==> config.mk <==
export PLATFORM = sky130hd
export DESIGN_NAME = gray_bin_updown_counter
export DESIGN_NICKNAME = d
export VERILOG_FILES = /design/src/rtl/gray_bin_updown_counter.sv
export SDC_FILE = /design/constraint.sdc
export NUM_CORES = 1
export LEC_CHECK = 0
export CAP_MARGIN = 20
export CORE_UTILIZATION = 35
export CTS_BUF_LIST = sky130_fd_sc_hd__clkbuf_16
export DETAILED_ROUTE_END_ITERATION = 8
export GPL_TIMING_DRIVEN = 0
export PLACE_DENSITY = 0.57
export SYNTH_ARGS = -nofsm -noshare
export SYNTH_HDL_FRONTEND = slang
export SYNTH_SLANG_ARGS = --single-unit
export TNS_END_PERCENT = 1
==> constraint.sdc <==
create_clock -name clk -period 2.2 [get_ports clk]
set_input_delay 0.44 -clock clk [delete_from_list [all_inputs] [get_ports clk]]
set_output_delay 0.44 -clock clk [all_outputs]
set_load 0.02 [all_outputs]
==> src/rtl/gray_bin_updown_counter.sv <==
// N-bit enabled up/down counter with binary or reflected-Gray output, parallel load and wrap/saturate control.
// Optional GRAY_CHECK_EN adds a registered gray_err flag for non-unit Gray steps.
module gray_bin_updown_counter #(
  parameter int WIDTH     = 4,
  parameter int RESET_IDX = 0
) (
  input  logic             clk,
  input  logic             rstn,
  input  logic             en,
  input  logic             up_dn,
  input  logic             gray_mode,
  input  logic             load,
  input  logic [WIDTH-1:0] load_val,
  input  logic             sat,
  output logic [WIDTH-1:0] q,
  output logic             tc,
  output logic             wrap_pulse
`ifdef GRAY_CHECK_EN
  ,
  output logic             gray_err
`endif
);

  localparam logic [WIDTH-1:0] ALL_ONES  = '1;
  localparam logic [WIDTH-1:0] ZERO      = '0;
  localparam logic [WIDTH-1:0] RESET_VAL = WIDTH'(RESET_IDX);

  // Binary index bit i is the XOR of all Gray bits from the MSB down to i.
  function automatic logic [WIDTH-1:0] gray_decode(input logic [WIDTH-1:0] g);
    logic [WIDTH-1:0] b;
    b = '0;
    b[WIDTH-1] = g[WIDTH-1];
    for (int i = WIDTH - 2; i >= 0; i--) begin
      b[i] = b[i+1] ^ g[i];
    end
    return b;
  endfunction

  function automatic logic [WIDTH-1:0] encode(input logic [WIDTH-1:0] idx,
                                              input logic             gm);
    return gm ? (idx ^ (idx >> 1)) : idx;
  endfunction

  logic [WIDTH-1:0] idx_q, idx_d;
  logic [WIDTH-1:0] q_q, q_d;
  logic             wrap_q, wrap_d;
  logic             at_top, at_bot;

  assign at_top = (idx_q == ALL_ONES);
  assign at_bot = (idx_q == ZERO);

  always_comb begin
    idx_d  = idx_q;
    wrap_d = 1'b0;
    if (load) begin
      idx_d = gray_mode ? gray_decode(load_val) : load_val;
    end else if (en) begin
      if (up_dn) begin
        if (at_top) begin
          if (!sat) begin
            idx_d  = ZERO;
            wrap_d = 1'b1;
          end
        end else begin
          idx_d = idx_q + WIDTH'(1);
        end
      end else begin
        if (at_bot) begin
          if (!sat) begin
            idx_d  = ALL_ONES;
            wrap_d = 1'b1;
          end
        end else begin
          idx_d = idx_q - WIDTH'(1);
        end
      end
    end
    // Re-encoding every edge lets a gray_mode change show up even while idle.
    q_d = encode(idx_d, gray_mode);
  end

  always_ff @(posedge clk or negedge rstn) begin
    if (!rstn) begin
      idx_q  <= RESET_VAL;
      q_q    <= RESET_VAL;
      wrap_q <= 1'b0;
    end else begin
      idx_q  <= idx_d;
      q_q    <= q_d;
      wrap_q <= wrap_d;
    end
  end

  assign q          = q_q;
  assign wrap_pulse = wrap_q;
  assign tc         = up_dn ? at_top : at_bot;

`ifdef GRAY_CHECK_EN
  logic gm_prev_q;
  logic gray_err_q, gray_err_d;
  logic step_taken;

  // A step is a real count: not a load, and not parked at the terminal by sat.
  always_comb begin
    step_taken = ~load & en & ~(sat & (up_dn ? at_top : at_bot));
    gray_err_d = gray_mode & gm_prev_q & step_taken & ($countones(q_q ^ q_d) != 1);
  end

  always_ff @(posedge clk or negedge rstn) begin
    if (!rstn) begin
      gm_prev_q  <= 1'b0;
      gray_err_q <= 1'b0;
    end else begin
      gm_prev_q  <= gray_mode;
      gray_err_q <= gray_err_d;
    end
  end

  assign gray_err = gray_err_q;
`endif

endmodule

### After elaboration in Yosys (flattened, before gate mapping)

Cells that the tools add are included.

* output and inout bits: 6
* register bits after elaboration: 9

* muxes and demuxes: 16
* bitwise gates (word level): 4
* add/subtract/negate cells: 2
* eq/ne operators: 1
* reductions and logical operators: 1

Operators by type and width (count)
* 2-to-1 mux 4 bit: 8
* 2-to-1 mux 1 bit: 7
* adder 4 x 1 -> 4 bit (second input constant): 1
* equality test 4 bit (second input constant): 1
* zero test 4 bit: 1
* subtractor 4 x 1 -> 4 bit (second input constant): 1
* XOR 4 x 3 -> 4 bit: 1
* 2-to-1 mux 3 bit: 1
* XOR 1 bit: 3

### Logic depth before layout (Yosys ltp)

* depth in word-level cells: 7
* gate-level depth with buffers: 7
* depth with buffers taken out: 7

### Worst setup path after synthesis

OpenSTA, ideal clock, no wires.

* kind: register -> register
* start: register idx_q[0]
* end: register q_q[2] (netlist: q[2])
* setup time: 71 ps
* setup slack: 135 ps
* path buffers: 0
* cell stages (with the launch flop): 8
* data required time: 2129 ps
* arrival time: 1994 ps
* clock period less this slack: 2065 ps
* cell sequence: dfrtp_1 -> inv_1 -> ha_1 -> and2b_1 -> a2111oi_4 -> nor3_2 -> or4b_1 -> nand4_1

* cells in the longest elaborated chain, start to end: 7
* elaborated cells on any way between the ends: 11
* classes of those cells: add/sub: 2; eq/ne: 1; mux: 6; bitwise: 1; reduce/logical: 1

RTL lines
* start: declaration: line 44 `logic [WIDTH-1:0] idx_q, idx_d;`
* start signal: assignment: line 88 `idx_q <= idx_d;`
* subtractor 4 x 1 -> 4 bit (tied with other cells): line 74 `idx_d = idx_q - WIDTH'(1);`
* 2-to-1 mux 4 bit, on equally long branches: line 68, 59
* 2-to-1 mux 4 bit (*): line 58 `if (up_dn) begin`
* 2-to-1 mux 4 bit (*): line 57 `end else if (en) begin`
* 2-to-1 mux 4 bit (*): line 55 `if (load) begin`
* XOR 4 x 3 -> 4 bit: line 41 `return gm ? (idx ^ (idx >> 1)) : idx;`
* 2-to-1 mux 4 bit (*): line 41
* via q_d[2]: line 45 `logic [WIDTH-1:0] q_q, q_d;`
* end signal: assignment: line 89 `q_q <= q_d;`
* end: declaration: line 45

Mark *: on every way through the listed nets, which the timed path passes. The rest lies on a longest branch.

### Worst setup path after layout

* start: register idx_q[1]
* end: register q_q[2] (netlist: q[2])

Same word-level chain as after synthesis.

==> qor.yml <==
setup_path:
  r2r_cells: 7
  r2r_start: "idx_q[1]"
  rr_endpoint: "q[2]"
  crit_chain: "inv_2, ha_4, and2b_1, a2111oi_4, nor3_2, or4b_1, nand4_1"
  slowest_stage: "or4b_1"
  critical_path.max_stage_delay_ns: 0.50
  timing.reg2reg.setup_slack_ns: 0.11
  worst_ep_arrival_time_ns: 2.25
  worst_setup_path_end_kind: "flop"
  worstPathMaxFanout: 6
  cp-start-kind: "flop"
  critical_path_class: "flop to flop"
  cp.required_ns: 2.36
  startpoint: "idx_q[1]"
logic_synthesis:
  synth_cells: 93
  syn_area_sq_um: 790.8
  avgSynthCellArea_sq_um: 8.503
  synth.distinct_cells: 43
  async_flop_share: 1.000
  syn_nets: 106
  ys_warn_count: 0
  yosysSeqAreaShare: 0.2532
  synth_ff_type: "dfrtp_1"
  synth_edf_count: 0
  ys_seq_elements: 8
detailed_routing:
  wl_um: 1835
  first_pass_iters: 4
  drt_iter0_drc: 24
  wl_per_cell_um: 13.20
  drtAntennaViolNets: 0
  drcViolationCount: 0
  vias_per_cell: 5.655
  vias: 786
power:
  powerDensity_nw_per_um2: 705.1
  p_leak_nw: 0.4542
  finalPower_mw: 0.7640
  ir_drop_mv: 0.4841
clock_tree:
  clock_latency_ns: 0.23
  root_buffer: "clkbuf_16"
  tritoncts: "done"
  numCtsBuffers: 3
  htree_levels: 1
  clockBufferDepth: 2
  cts.sinks: 8
  clk_pin_slew_ns: 0.04
  holdBufCountCts: 0
placement:
  gp_routability_congestion: 0.8522
  dpl.hpwl_um: 1432
  port_buffers: 15
  dpl.cell_count: 135
global_routing:
  gr-total-overflow: 0
  antenna_found_initial: 0
  grt_pass1_wl_um: 3070
  grt_max_degree: 11
  grt_pass1_vias: 678
  grt_use_total: 0.1659
die:
  initial_utilization: 0.3873
  io_pins: 17
  die_h_um: 49.53
  placementRows: 16
  die_area_sq_um: 2453
  die_width_um: 49.53
  coreArea_sq_um: 2042
final_layout:
  drive_gt1_frac: 0.1786
  fin_nets: 127
  n_fill_cell: 213
  final_common_cell: "clkdlybuf4s50_1"
  n_antenna_cell: 0
  synthToLayoutAreaGrowth_pct: 37.03
  mostFrequentLayoutCells: "clkdlybuf4s50_1, nand2_1, a21oi_1"
  final-instance-count-excl-fill: 139
sta:
  fin_crit_ns: 2.092
  rsz0062_at_grt: "no"
  hold_violations: 0
  finalMaxSlewViolations: 0
  period_share: 0.9510
  skew_ns: 0.0002332
  setup_viol: 0
  slew_headroom: 0.7157
  max_freq_mhz: 478.0
  tightest_slew_ns: 0.4264
outcome:
  outcome: "finished clean"
flow_run:
  max_cap_violations: 0
hold_path:
  hold_path_class: "primary input to async pin"
[registers in the layout, summed over array words and instances (netlist names)]
name and flops:
wrap_pulse 1, idx_q 4, q 3
[metrics by stage]
step	hold slack, ns	cell area, sq um	setup TNS, ns	util	setup slack, ns
2_1_floorplan	0.1444	790.8	0	-	0.1354
3_5_place_dp	0.7464	974.7	-0.6564	0.4773	-0.2328
6_report	0.4964	1084	0	0.5306	0.1079
4_1_cts	0.5066	1061	-0.02618	0.5196	-0.02618
3_3_place_gp	0.7431	974.7	-0.6400	0.4773	-0.2092
5_1_grt	0.5387	1084	0	0.5306	0.01634
[critical path, delay by kind of cell, from the launching register on]
family | cells | cell delay (ns)
simple gates | 4 | 0.92
flops | 1 | 0.45
compound gates | 1 | 0.37
fa+ha+maj | 1 | 0.19
buf+inv | 1 | 0.10
[how the worst max path moves through the flow]
stage	endpoint	slack, ns	cells after the start
2_1_floorplan	q[2]	0.14	7
3_3_place_gp	q[2]	-0.21	6
3_5_place_dp	q[2]	-0.23	6
4_1_cts	q[2]	-0.03	7
5_1_grt	q[0]	0.02	7
6_report	q[2]	0.11	7
[layout make-up]
cell class	instances	area, sq um	area share
Clock buffer	3	75.07	0.06928
Sequential cell	8	201.4	0.1859
Tap cell	27	33.78	0.03118
Timing Repair Buffer	16	163.9	0.1513
Multi-Input combinational cell	74	558.0	0.5150
Inverter	5	18.77	0.01732
Buffer	6	32.53	0.03002
[what timing repair did]
item | 4_1_cts | 5_1_grt
pin swaps | 0 | 1
resized for setup | 6 | 5
buffers inserted | 0 | 1
endpoints found under the setup margin | 2 | 4
[cells in the mapped netlist (2+ instances only)]
library cell	n	area, sq um
and2b_1	2	15.01
dfrtp_1	8	200.2
o31ai_1	2	15.01
buf_4	2	15.01
buf_2	2	10.01
nand4_1	3	18.77
nor3b_1	2	15.01
clkbuf_1	2	7.510
xor2_1	5	43.79
nor2_1	5	18.77
a21oi_1	9	45.04
nand2_1	9	33.78
inv_1	4	15.01
nor2b_1	3	18.77
and3_1	3	18.77
ha_1	2	25.02
nand2b_1	3	18.77
nor4b_1	2	17.52
[power breakdown]
part / leakage [nW] / switching, mW / internal, mW
registers: 0.0937 / 0.0206 / 0.169
clock network: 0.0370 / 0.0642 / 0.234
logic: 0.323 / 0.146 / 0.130
[per-layer routing]
layer,share of wire,global-route usage,vias to the layer above
met5,0,0,-
li1,-,-,384
met4,0.015,0.08571,0
met3,0.043,0.02160,2
met1,0.44,0.2042,375
met2,0.51,0.2793,25
[logic make-up (layout without fill, tap and decap cells)]
group	after synthesis	in the layout	synth area share
simple gates	44	44	0.3481
compound gates	22	22	0.2342
buf+inv	11	30	0.06486
flops	8	8	0.2532
xor+xnor	5	5	0.05538
fa+ha+maj	2	2	0.03164
mux	1	1	0.01266
Note: power is estimated with default switching activity, not from simulation.
